[src/rtl/hdmi_timing_pkg.sv]
// hdmi_timing_pkg
// Shared constants for the HDMI frame scheduler: period (mode) codes, control
// word constants for the preambles, period lengths and the island state type.
// The helpers give the end of an island and the latest cx an island may reach.
// No ports (package).
package hdmi_timing_pkg;

  // Per-cycle HDMI period codes presented on the mode output
  localparam logic [2:0] MODE_CTRL         = 3'd0;
  localparam logic [2:0] MODE_VIDEO        = 3'd1;
  localparam logic [2:0] MODE_VIDEO_GUARD  = 3'd2;
  localparam logic [2:0] MODE_ISLAND_DATA  = 3'd3;
  localparam logic [2:0] MODE_ISLAND_GUARD = 3'd4;

  // {CTL3,CTL2,CTL1,CTL0} during control periods
  localparam logic [3:0] CTRL_IDLE       = 4'b0000;
  localparam logic [3:0] CTRL_VIDEO_PRE  = 4'b0001;
  localparam logic [3:0] CTRL_ISLAND_PRE = 4'b0101;

  localparam int PREAMBLE_LEN = 8;
  localparam int GUARD_LEN    = 2;
  localparam int PACKET_LEN   = 32;
  localparam int CTRL_MARGIN  = 4;

  typedef enum logic [2:0] {
    ST_IDLE,
    ST_DI_PRE,
    ST_DI_LEAD,
    ST_DI_PKT,
    ST_DI_TRAIL
  } island_state_t;

  // First cx after an island that starts at start_x and carries n packets
  function automatic int island_end(input int start_x, input int packets);
    return start_x + PREAMBLE_LEN + 2 * GUARD_LEN + PACKET_LEN * packets;
  endfunction

  // Islands must end here or earlier so a few control cycles separate them
  // from the video preamble that every active line may carry.
  function automatic int island_limit(input int h_blank);
    return h_blank - CTRL_MARGIN - PREAMBLE_LEN - GUARD_LEN;
  endfunction

endpackage

[src/rtl/hdmi_island_scheduler.sv]
// hdmi_island_scheduler
// Data-island FSM: starts an island at cx=ISLAND_START_X when a packet is
// pending and fits, then chains 32-cycle packet slots while packets keep
// coming, the packet ceiling is not reached and the next slot still fits.
// Outputs are combinational for the current cycle; the top registers them.
// Ports:
//   clk_pixel, reset     pixel clock, synchronous active-high reset
//   cx                   current horizontal counter
//   packet_pending       producer holds at least one packet
//   island_pre           island preamble cycle
//   island_guard         island leading/trailing guard cycle
//   island_data          packet slot cycle
//   packet_start         first cycle of a packet slot
//   slot_cycle           index 0..31 within the packet slot (0 outside)
module hdmi_island_scheduler
  import hdmi_timing_pkg::*;
#(
  parameter int ISLAND_START_X = 4,
  parameter int H_BLANK        = 160,
  parameter int MAX_PACKETS    = 18,
  parameter bit DVI_OUTPUT     = 1'b0,
  parameter int BIT_WIDTH      = 9
) (
  input  logic               clk_pixel,
  input  logic               reset,
  input  logic [BIT_WIDTH:0] cx,
  input  logic               packet_pending,
  output logic               island_pre,
  output logic               island_guard,
  output logic               island_data,
  output logic               packet_start,
  output logic [4:0]         slot_cycle
);

  localparam logic [BIT_WIDTH:0] START_X   = (BIT_WIDTH + 1)'(ISLAND_START_X);
  localparam int                 FIT_LIMIT = island_limit(H_BLANK);

  island_state_t state_reg, state_next, cur_state;
  logic [4:0]    cnt_reg, cnt_next, cur_cnt;
  logic [7:0]    pkts_reg, pkts_next, cur_pkts;
  logic          start_now;
  logic          more_fits;

  always_ff @(posedge clk_pixel) begin
    if (reset) begin
      state_reg <= ST_IDLE;
      cnt_reg   <= '0;
      pkts_reg  <= '0;
    end else begin
      state_reg <= state_next;
      cnt_reg   <= cnt_next;
      pkts_reg  <= pkts_next;
    end
  end

  always_comb begin
    // The cycle at ISLAND_START_X is already the first preamble cycle, so the
    // start decision folds into the effective state of this very cycle.
    start_now = !DVI_OUTPUT && (state_reg == ST_IDLE) && (cx == START_X) &&
                packet_pending && (island_end(ISLAND_START_X, 1) <= FIT_LIMIT);
    cur_state = state_reg;
    cur_cnt   = cnt_reg;
    cur_pkts  = pkts_reg;
    if (start_now) begin
      cur_state = ST_DI_PRE;
      cur_cnt   = '0;
      cur_pkts  = '0;
    end

    more_fits    = island_end(ISLAND_START_X, int'(cur_pkts) + 1) <= FIT_LIMIT;
    state_next   = cur_state;
    cnt_next     = cur_cnt + 5'd1;
    pkts_next    = cur_pkts;
    island_pre   = 1'b0;
    island_guard = 1'b0;
    island_data  = 1'b0;
    packet_start = 1'b0;
    slot_cycle   = '0;

    case (cur_state)
      ST_IDLE: begin
        cnt_next = '0;
      end
      ST_DI_PRE: begin
        island_pre = 1'b1;
        if (cur_cnt == 5'(PREAMBLE_LEN - 1)) begin
          state_next = ST_DI_LEAD;
          cnt_next   = '0;
        end
      end
      ST_DI_LEAD: begin
        island_guard = 1'b1;
        if (cur_cnt == 5'(GUARD_LEN - 1)) begin
          state_next = ST_DI_PKT;
          cnt_next   = '0;
          pkts_next  = cur_pkts + 8'd1;
        end
      end
      ST_DI_PKT: begin
        island_data  = 1'b1;
        slot_cycle   = cur_cnt;
        packet_start = (cur_cnt == 5'd0);
        // pending is only looked at on the last slot cycle: a drop mid-slot
        // never shortens the packet in flight.
        if (cur_cnt == 5'(PACKET_LEN - 1)) begin
          cnt_next = '0;
          if (packet_pending && (int'(cur_pkts) < MAX_PACKETS) && more_fits) begin
            pkts_next = cur_pkts + 8'd1;
          end else begin
            state_next = ST_DI_TRAIL;
          end
        end
      end
      ST_DI_TRAIL: begin
        island_guard = 1'b1;
        if (cur_cnt == 5'(GUARD_LEN - 1)) begin
          state_next = ST_IDLE;
          cnt_next   = '0;
        end
      end
      default: begin
        state_next = ST_IDLE;
        cnt_next   = '0;
      end
    endcase
  end

endmodule

[src/rtl/hdmi_frame_scheduler.sv]
// hdmi_frame_scheduler
// Pixel-clock raster timing and HDMI period scheduler. Blanking precedes the
// active region on both axes. cx/cy are the counter registers; every other
// output is registered from a decode of cx/cy/island FSM and so lags cx by one.
// Ports:
//   clk_pixel, reset   pixel clock, synchronous active-high reset
//   packet_pending     producer holds at least one packet
//   packet_accept      one-cycle pulse on the first cycle of a packet slot
//   packet_cycle       index 0..31 within the current packet slot
//   cx, cy             horizontal / vertical counters
//   hsync, vsync       sync outputs, active level set by *_POL
//   mode               0 control, 1 video, 2 video guard, 3 island data, 4 island guard
//   ctrl               {CTL3,CTL2,CTL1,CTL0}
//   frame_start        pulse decoded from cx=0, cy=0
module hdmi_frame_scheduler
  import hdmi_timing_pkg::*;
#(
  parameter int H_ACTIVE       = 640,
  parameter int H_FRONT        = 16,
  parameter int H_SYNC         = 96,
  parameter int H_BACK         = 48,
  parameter int V_ACTIVE       = 480,
  parameter int V_FRONT        = 10,
  parameter int V_SYNC         = 2,
  parameter int V_BACK         = 33,
  parameter bit HSYNC_POL      = 1'b0,
  parameter bit VSYNC_POL      = 1'b0,
  parameter bit DVI_OUTPUT     = 1'b0,
  parameter int ISLAND_START_X = 4,
  parameter int MAX_PACKETS    = 18,
  parameter int BIT_WIDTH      = 9,
  parameter int BIT_HEIGHT     = 9
) (
  input  logic                clk_pixel,
  input  logic                reset,
  input  logic                packet_pending,
  output logic                packet_accept,
  output logic [4:0]          packet_cycle,
  output logic [BIT_WIDTH:0]  cx,
  output logic [BIT_HEIGHT:0] cy,
  output logic                hsync,
  output logic                vsync,
  output logic [2:0]          mode,
  output logic [3:0]          ctrl,
  output logic                frame_start
);

  localparam int H_BLANK = H_FRONT + H_SYNC + H_BACK;
  localparam int V_BLANK = V_FRONT + V_SYNC + V_BACK;
  localparam int H_TOTAL = H_BLANK + H_ACTIVE;
  localparam int V_TOTAL = V_BLANK + V_ACTIVE;

  localparam logic [BIT_WIDTH:0]  CX_ONE    = (BIT_WIDTH + 1)'(1);
  localparam logic [BIT_WIDTH:0]  CX_LAST   = (BIT_WIDTH + 1)'(H_TOTAL - 1);
  localparam logic [BIT_WIDTH:0]  HS_START  = (BIT_WIDTH + 1)'(H_FRONT);
  localparam logic [BIT_WIDTH:0]  HS_END    = (BIT_WIDTH + 1)'(H_FRONT + H_SYNC);
  localparam logic [BIT_WIDTH:0]  CX_ACTIVE = (BIT_WIDTH + 1)'(H_BLANK);
  localparam logic [BIT_WIDTH:0]  CX_GUARD  = (BIT_WIDTH + 1)'(H_BLANK - GUARD_LEN);
  localparam logic [BIT_WIDTH:0]  CX_VPRE   = (BIT_WIDTH + 1)'(H_BLANK - GUARD_LEN - PREAMBLE_LEN);
  localparam logic [BIT_HEIGHT:0] CY_ONE    = (BIT_HEIGHT + 1)'(1);
  localparam logic [BIT_HEIGHT:0] CY_LAST   = (BIT_HEIGHT + 1)'(V_TOTAL - 1);
  localparam logic [BIT_HEIGHT:0] VS_START  = (BIT_HEIGHT + 1)'(V_FRONT);
  localparam logic [BIT_HEIGHT:0] VS_END    = (BIT_HEIGHT + 1)'(V_FRONT + V_SYNC);
  localparam logic [BIT_HEIGHT:0] CY_ACTIVE = (BIT_HEIGHT + 1)'(V_BLANK);

  // A single-packet island must fit in horizontal blanking on every line.
  generate
    if (!DVI_OUTPUT && (island_end(ISLAND_START_X, 1) > island_limit(H_BLANK))) begin : g_bad_blanking
      $error("hdmi_frame_scheduler: H_BLANK too small for a data island");
    end
  endgenerate

  logic [BIT_WIDTH:0]  cx_reg;
  logic [BIT_HEIGHT:0] cy_reg;
  logic                hsync_reg, vsync_reg, frame_start_reg, accept_reg;
  logic [2:0]          mode_reg, mode_next;
  logic [3:0]          ctrl_reg, ctrl_next;
  logic [4:0]          packet_cycle_reg;
  logic                hsync_next, vsync_next, active_line;
  logic                island_pre, island_guard, island_data, packet_start;
  logic [4:0]          slot_cycle;

  hdmi_island_scheduler #(
    .ISLAND_START_X (ISLAND_START_X),
    .H_BLANK        (H_BLANK),
    .MAX_PACKETS    (MAX_PACKETS),
    .DVI_OUTPUT     (DVI_OUTPUT),
    .BIT_WIDTH      (BIT_WIDTH)
  ) u_island (
    .clk_pixel      (clk_pixel),
    .reset          (reset),
    .cx             (cx_reg),
    .packet_pending (packet_pending),
    .island_pre     (island_pre),
    .island_guard   (island_guard),
    .island_data    (island_data),
    .packet_start   (packet_start),
    .slot_cycle     (slot_cycle)
  );

  always_ff @(posedge clk_pixel) begin
    if (reset) begin
      cx_reg <= '0;
      cy_reg <= '0;
    end else if (cx_reg == CX_LAST) begin
      cx_reg <= '0;
      cy_reg <= (cy_reg == CY_LAST) ? '0 : cy_reg + CY_ONE;
    end else begin
      cx_reg <= cx_reg + CX_ONE;
    end
  end

  always_comb begin
    active_line = (cy_reg >= CY_ACTIVE);
    mode_next   = MODE_CTRL;
    ctrl_next   = CTRL_IDLE;
    if (island_pre)   ctrl_next = CTRL_ISLAND_PRE;
    if (island_guard) mode_next = MODE_ISLAND_GUARD;
    if (island_data)  mode_next = MODE_ISLAND_DATA;
    // The fit rule keeps islands clear of the video lead-in, so no overlap.
    if (active_line) begin
      if (cx_reg >= CX_ACTIVE)                     mode_next = MODE_VIDEO;
      else if (!DVI_OUTPUT && cx_reg >= CX_GUARD)  mode_next = MODE_VIDEO_GUARD;
      else if (!DVI_OUTPUT && cx_reg >= CX_VPRE)   ctrl_next = CTRL_VIDEO_PRE;
    end
    hsync_next = ((cx_reg >= HS_START) && (cx_reg < HS_END)) ? HSYNC_POL : !HSYNC_POL;
    vsync_next = ((cy_reg >= VS_START) && (cy_reg < VS_END)) ? VSYNC_POL : !VSYNC_POL;
  end

  always_ff @(posedge clk_pixel) begin
    if (reset) begin
      hsync_reg        <= !HSYNC_POL;
      vsync_reg        <= !VSYNC_POL;
      mode_reg         <= MODE_CTRL;
      ctrl_reg         <= CTRL_IDLE;
      frame_start_reg  <= 1'b0;
      accept_reg       <= 1'b0;
      packet_cycle_reg <= '0;
    end else begin
      hsync_reg        <= hsync_next;
      vsync_reg        <= vsync_next;
      mode_reg         <= mode_next;
      ctrl_reg         <= ctrl_next;
      frame_start_reg  <= (cx_reg == '0) && (cy_reg == '0);
      accept_reg       <= packet_start;
      packet_cycle_reg <= slot_cycle;
    end
  end

  assign cx            = cx_reg;
  assign cy            = cy_reg;
  assign hsync         = hsync_reg;
  assign vsync         = vsync_reg;
  assign mode          = mode_reg;
  assign ctrl          = ctrl_reg;
  assign frame_start   = frame_start_reg;
  assign packet_accept = accept_reg;
  assign packet_cycle  = packet_cycle_reg;

endmodule
[config.mk]
export PLATFORM = sky130hd
export DESIGN_NAME = hdmi_frame_scheduler
export DESIGN_NICKNAME = d
export VERILOG_FILES = /design/src/rtl/hdmi_timing_pkg.sv /design/src/rtl/hdmi_island_scheduler.sv /design/src/rtl/hdmi_frame_scheduler.sv
export SDC_FILE = /design/constraint.sdc
export NUM_CORES = 1
export LEC_CHECK = 0
export BUFFER_PORTS_ARGS = -buffer_cell sky130_fd_sc_hd__buf_4
export CAP_MARGIN = 20
export CORE_MARGIN = 5
export CORE_UTILIZATION = 50
export DETAILED_ROUTE_END_ITERATION = 7
export HOLD_SLACK_MARGIN = 0.08
export MAX_ROUTING_LAYER = met4
export PLACE_DENSITY_LB_ADDON = 0.15
export SLEW_MARGIN = 15
export SYNTH_ARGS = -nofsm -noshare
export SYNTH_HDL_FRONTEND = slang
export SYNTH_SLANG_ARGS = --single-unit
[constraint.sdc]
create_clock -name clk_pixel -period 3.48 [get_ports clk_pixel]
set_clock_uncertainty 0.1 [all_clocks]
set_input_delay 0.696 -clock clk_pixel [delete_from_list [all_inputs] [get_ports clk_pixel]]
set_output_delay 0.696 -clock clk_pixel [all_outputs]
set_load 0.005 [all_outputs]
[After elaboration in Yosys (flattened, before gate mapping)]
Cells that the tools add are included.
Storage, ports and cells
  register bits: 52
  input port bits: 3
  logic and storage cells: 87
Cells by class
  add/sub/neg operators: 6
  order comparisons: 10
  equality and inequality tests: 10
  multiplexer cells: 33
  bitwise operators: 1
  reduce and logical (&&, ||, !) cells: 15
Operators by type and width (number)
  3-bit two-way mux: 12
  6-bit by 32-bit adder with 32-bit output, first input constant: 1
  32-bit by 9-bit less-or-equal comparator with 1-bit output, second input constant: 1
  8-bit two-way mux: 4
  10-bit by 8-bit greater-or-equal comparator with 1-bit output, second input constant: 3
  10-bit by 1-bit adder with 10-bit output, second input constant: 2
  10-bit == test, second input constant: 2
  10-bit zero test: 2
  5-bit two-way mux: 4
  4-bit two-way mux: 4
  8-bit one-hot mux with 2 select lines: 1
  3-bit one-hot mux with 5 select lines: 1
  5-bit one-hot mux with 3 select lines: 1
  10-bit by 3-bit == test with 1-bit output, second input constant: 1
  10-bit by 4-bit greater-or-equal comparator with 1-bit output, second input constant: 1
  10-bit by 5-bit greater-or-equal comparator with 1-bit output, second input constant: 1
  10-bit by 6-bit greater-or-equal comparator with 1-bit output, second input constant: 1
  10-bit by 4-bit less-than comparator with 1-bit output, second input constant: 1
  10-bit by 7-bit less-than comparator with 1-bit output, second input constant: 1
  10-bit two-way mux: 1
  8-bit by 1-bit adder with 9-bit output, second input constant: 1
  8-bit by 1-bit adder with 8-bit output, second input constant: 1
  8-bit by 5-bit less-than comparator with 1-bit output, second input constant: 1
  1-bit logical AND: 7
  12 further kinds: 20

[Depth between registers and ports, before layout]
  depth after elaboration: 12
  depth in mapped cells: 14
  mapped depth without buffers: 13

[By module]
From an unflattened synthesis, not the netlist that was laid out.
Unflattened totals
  cells, all modules: 349
  area, all modules: 2886.5 µm²
By module, submodules not included
  hdmi_frame_scheduler: instances 1, cells each 179, area an instance 1590.3 µm², seq. area each 680.7 µm²
  hdmi_island_scheduler: instances 1, cells each 170, area an instance 1296.2 µm², seq. area each 320.3 µm²

[Least setup slack after synthesis]
Ideal clock, no wire load.
  path kind: input port to flip-flop
  start: input packet_pending
  end: register u_island.pkts_reg[2]
  library setup time: 0.121 ns
  arrival: 2.825 ns
  required time: 3.259 ns
  path slack: 0.433 ns
  stages: 12
  buffers on the path: 1
  cell sequence: nand4b_1 or2_1 clkbuf_1 nand2_1 inv_1 ha_1 a31oi_1 a21oi_1 a2111oi_2 and4_4 o21ai_1 mux2_4
On the way
  word-level cells in the longest chain between the ends: 9
RTL lines
  start, declared: line hdmi_frame_scheduler.sv:36  | input logic packet_pending,
  1-bit logical AND: line hdmi_island_scheduler.sv:59  | start_now = !DVI_OUTPUT && (state_reg == ST_IDLE) && (cx == START_X) &&
  8-bit two-way mux: line hdmi_island_scheduler.sv:64  | if (start_now) begin
  8-bit by 1-bit adder with 9-bit output: line hdmi_island_scheduler.sv:70  | more_fits = island_end(ISLAND_START_X, int'(cur_pkts) + 1) <= FIT_LIMIT;
  6-bit by 32-bit adder with 32-bit output: line hdmi_timing_pkg.sv:35  | return start_x + PREAMBLE_LEN + 2 * GUARD_LEN + PACKET_LEN * packets;
  32-bit by 9-bit less-or-equal comparator with 1-bit output: line hdmi_island_scheduler.sv:70
  1-bit logical AND: line hdmi_island_scheduler.sv:107  | if (packet_pending && (int'(cur_pkts) < MAX_PACKETS) && more_fits) begin
  8-bit two-way mux: line hdmi_island_scheduler.sv:107
  8-bit two-way mux: line hdmi_island_scheduler.sv:105  | if (cur_cnt == 5'(PACKET_LEN - 1)) begin
  8-bit one-hot mux with 2 select lines (*): line hdmi_island_scheduler.sv:80  | case (cur_state)
  end signal, assigned: line hdmi_island_scheduler.sv:52  | pkts_reg <= pkts_next;
  end, declared: line hdmi_island_scheduler.sv:40  | logic [7:0] pkts_reg, pkts_next, cur_pkts;
Mark *: on every way between the ends. The rest lies on a longest branch, timed or not.
A chain may end at the register's enable or synchronous reset.

[Worst setup path in the final report]
  start: register cx_reg[7], in the netlist cx[7]
  end: register u_island.pkts_reg[2]
On the way
  word-level cells in the longest chain between the ends: 11
RTL lines
  start, declared: line hdmi_frame_scheduler.sv:73  | logic [BIT_WIDTH:0] cx_reg;
  start signal, assigned: line hdmi_frame_scheduler.sv:109  | cx_reg <= cx_reg + CX_ONE;
  10-bit by 3-bit == test with 1-bit output (*): line hdmi_island_scheduler.sv:59
  1-bit logical AND (*) (2 in series): line hdmi_island_scheduler.sv:59
  8-bit two-way mux: line hdmi_island_scheduler.sv:64
  8-bit by 1-bit adder with 9-bit output: line hdmi_island_scheduler.sv:70
  6-bit by 32-bit adder with 32-bit output: line hdmi_timing_pkg.sv:35
  32-bit by 9-bit less-or-equal comparator with 1-bit output: line hdmi_island_scheduler.sv:70
  1-bit logical AND: line hdmi_island_scheduler.sv:107
  8-bit two-way mux: line hdmi_island_scheduler.sv:107
  8-bit two-way mux: line hdmi_island_scheduler.sv:105
  8-bit one-hot mux with 2 select lines (*): line hdmi_island_scheduler.sv:80
Marked as above.

==> flow_summary.yaml <==
clocking:
  cts_max_path_buffers: 2
  cts-resized-gates: 0
  cts-root-buf: "clkbuf_8"
  clk_latency_ps: 300
  htreeDepth: 2
  ctsHoldBuffers: 0
  cts_tree: "done"
  cts_buffers: 5
  clk_pin_slew_worst_paths_ps: 90
  post_cts_buffers: 0
  cts.sinks: 50
detailed_routing:
  num_vias: 2173
  drtIter0Drc: 133
  ant_nets: 0
  drt_pre_antenna_iters: 4
  via_per_inst: 5.27
  drc: 0
  wire_per_inst_um: 13.3
  finalWirelength_mm: 5.47
grt:
  antenna_found_initial: 0
  grt_usage_pct: 18.2
  grt_max_degree: 28
  grt_pass1_wl_mm: 9.35
  grt_pass1_vias: 2043
  grt-ovfl-total: 0
power_and_ir_drop:
  p_comb_share_pct: 4.8
  power_leakage_uw: 0.00123
  p_int_uw: 739
  clkPwrFrac_pct: 34.9
  p_sw_uw: 225
  p_sw_share_pct: 23.4
  vdd_ir_drop_max_v: 0.000243
  p_per_area_nw_per_um2: 322
  seq_power_share_pct: 60.4
finish:
  fin_nets: 356
  utilization_pct: 59.0
  insertedDiodeCount: 0
  syn2layout_area_growth_pct: 15.2
  fin_cells: 412
  drive_gt1_share_pct: 17.3
synthesis:
  synth-seq-cells: 50
  synth_mux_area_share_pct: 0.962
  synth_top_cell_area_share_pct: 38.5
  synth_area_um2: 2600
  ys_types: 62
  yosysSeqAreaShare_pct: 38.5
  yosysTopAreaCell: "dfxtp_1"
  yosys.area_share.xor_xnor_pct: 6.06
  synthAdderAreaFrac_pct: 5.77
  syn_inst: 309
  ys.flop_type: "dfxtp_1"
  synthArstFlopShare_pct: 0
  synth_compound_area_share_pct: 15.1
  yosysWarnings: 0
  avgSynthCellArea_um2: 8.41
  synthSimpleGateAreaFrac_pct: 29.0
  synth_top_family_by_area: "simple AND/OR/NAND/NOR gates"
  synth-edff-count: 0
  synthTopCellsByArea: "dfxtp_1, nor2_1, ha_1"
die:
  die_w_um: 82.1
  start_util_pct: 51.2
  dieArea_um2: 6740
  pin_count: 39
  core_um2: 5070
  row_count: 26
  die_height_um: 82.1
worst_setup_path:
  path_max_fanout: 8
  timing_worst_setup_path_type: "register to register"
  r2r_slack_ps: 320
  end_kind: "register"
  crit_path_start_kind: "register"
  crit_required_ps: 3580
  worstPathArrival_ps: 3250
hold_path:
  hp-class: "register to register"
timing:
  post-route-worst-setup-slack_ps: 323
  setup_viol_count_final: 0
  rsz0062_at_grt: "false"
  slew_violations: 0
  fmax_mhz: 317
  tns_ps: 0
  relSlewSlack_pct: 60.8
  final.min_clock_period_ps: 3160
  hold_viol: 0
  tightestPinTransition_ps: 582
  holdWs_ps: 414
  min_period_over_period_pct: 90.7
placed_design:
  gp_congestion: 0.847
  port_buffers: 36
  post-place-cells: 404
  pre_cts_ws_ps: 328
  hpwlAfterDp_mm: 4.04
outcome:
  status: "finished, final reports clean"
flow_run:
  drv_cap: 0
## final timing paths
kind / start / endpoint / depth (start not counted)
min: u_island.cnt_reg[4]$_SDFF_PP0_ / packet_cycle[4]$_SDFF_PP0_ / 1
max reg2reg: cx[7]$_SDFF_PP0_ / u_island.pkts_reg[2]$_SDFF_PP0_ / 11
max: cx[7]$_SDFF_PP0_ / u_island.pkts_reg[2]$_SDFF_PP0_ / 11
min reg2reg: u_island.cnt_reg[4]$_SDFF_PP0_ / packet_cycle[4]$_SDFF_PP0_ / 1
## metrics by stage
stage	cell area, um^2	power (uW)
finish	3000	964
CTS	3000	981
detailed placement	2910	642
floorplan	2600	626
global placement	2910	642
global route	3000	1020
## logic make-up (layout without fill, tap and decap cells)
kind of cell | Yosys count | count (layout)
AO/OA/AOI/OAI | 58 | 58
XOR/XNOR | 18 | 18
adder cells (fa/ha/maj) | 12 | 12
buffers and inverters | 26 | 58
flip-flops | 50 | 50
multiplexers | 2 | 2
other | 1 | 2
AND/OR/NAND/NOR | 142 | 142
## cells in the mapped netlist (all sizes together) (2+ instances only)
cell and n:
nor3b 4, nand3 10, nand2 26, and2 10
a311oi 3, inv 11, nand2b 4, o21a 2
a21boi 2, a31oi 2, nor2 44, and4 3
a221oi 2, buf 7, a211oi 2, nor4 3
or3 5, nor3 10, xor2 10, and3 4
nand4 5, a211o 2, clkbuf 8, xnor2 8
ha 12, a21oi 16, or2 4, o21ai 11
o31ai 2, o211ai 2, dfxtp 50, a21o 2
nor2b 5
## routing by layer
metal  global-route usage, %  up-vias  part of all wire (%)
met5                       -        -                     0
met4                    4.65        0                   1.2
met3                    3.36        6                   2.8
met2                    28.6       34                    48
met1                    24.1      998                    48
li1                        -     1135                     -
## worst max-delay path, stage by stage (launching register included)
cell and delay (ps):
dfxtp_1 400, nor3_1 270, nand4_1 210, or2_1 300
and2_1 200, ha_1 320, nor2b_1 120, o211ai_1 110
a2111oi_2 330, and4_4 300, o21ai_1 80, mux2_4 300
## power groups by stage
stage          logic, uW  registers, uW  clock network [uW]
4_1_cts             46.7            582                 352
3_5_place_dp        46.4            595                   0
5_1_grt             51.5            583                 381
3_3_place_gp        46.5            595                   0
2_1_floorplan       31.5            594                   0
6_report            45.9            582                 336
## layout by cell type, fill, tap and decap left out, drive strengths merged, types with 3 or more instances in the layout
master	count
a21oi	16
a311oi	3
and2	10
and3	4
and4	3
buf	39
clkbuf	6
dfxtp	50
ha	12
inv	11
nand2	26
nand2b	4
nand3	10
nand4	5
nor2	44
nor2b	5
nor3	10
nor3b	4
nor4	3
o21ai	11
or2	4
or3	5
xnor2	8
xor2	10
## layout make-up
cell class | instances | area, um^2
clock buffers | 6 | 72.6
flip-flops and latches | 50 | 1000
clock inverters | 2 | 13.8
repair buffers | 39 | 293
well taps | 70 | 87.6
multi-input cells | 234 | 1490
fillers | 479 | 2080
inverters | 11 | 41.3
No activity file was read; power rests on OpenSTA's default activity.
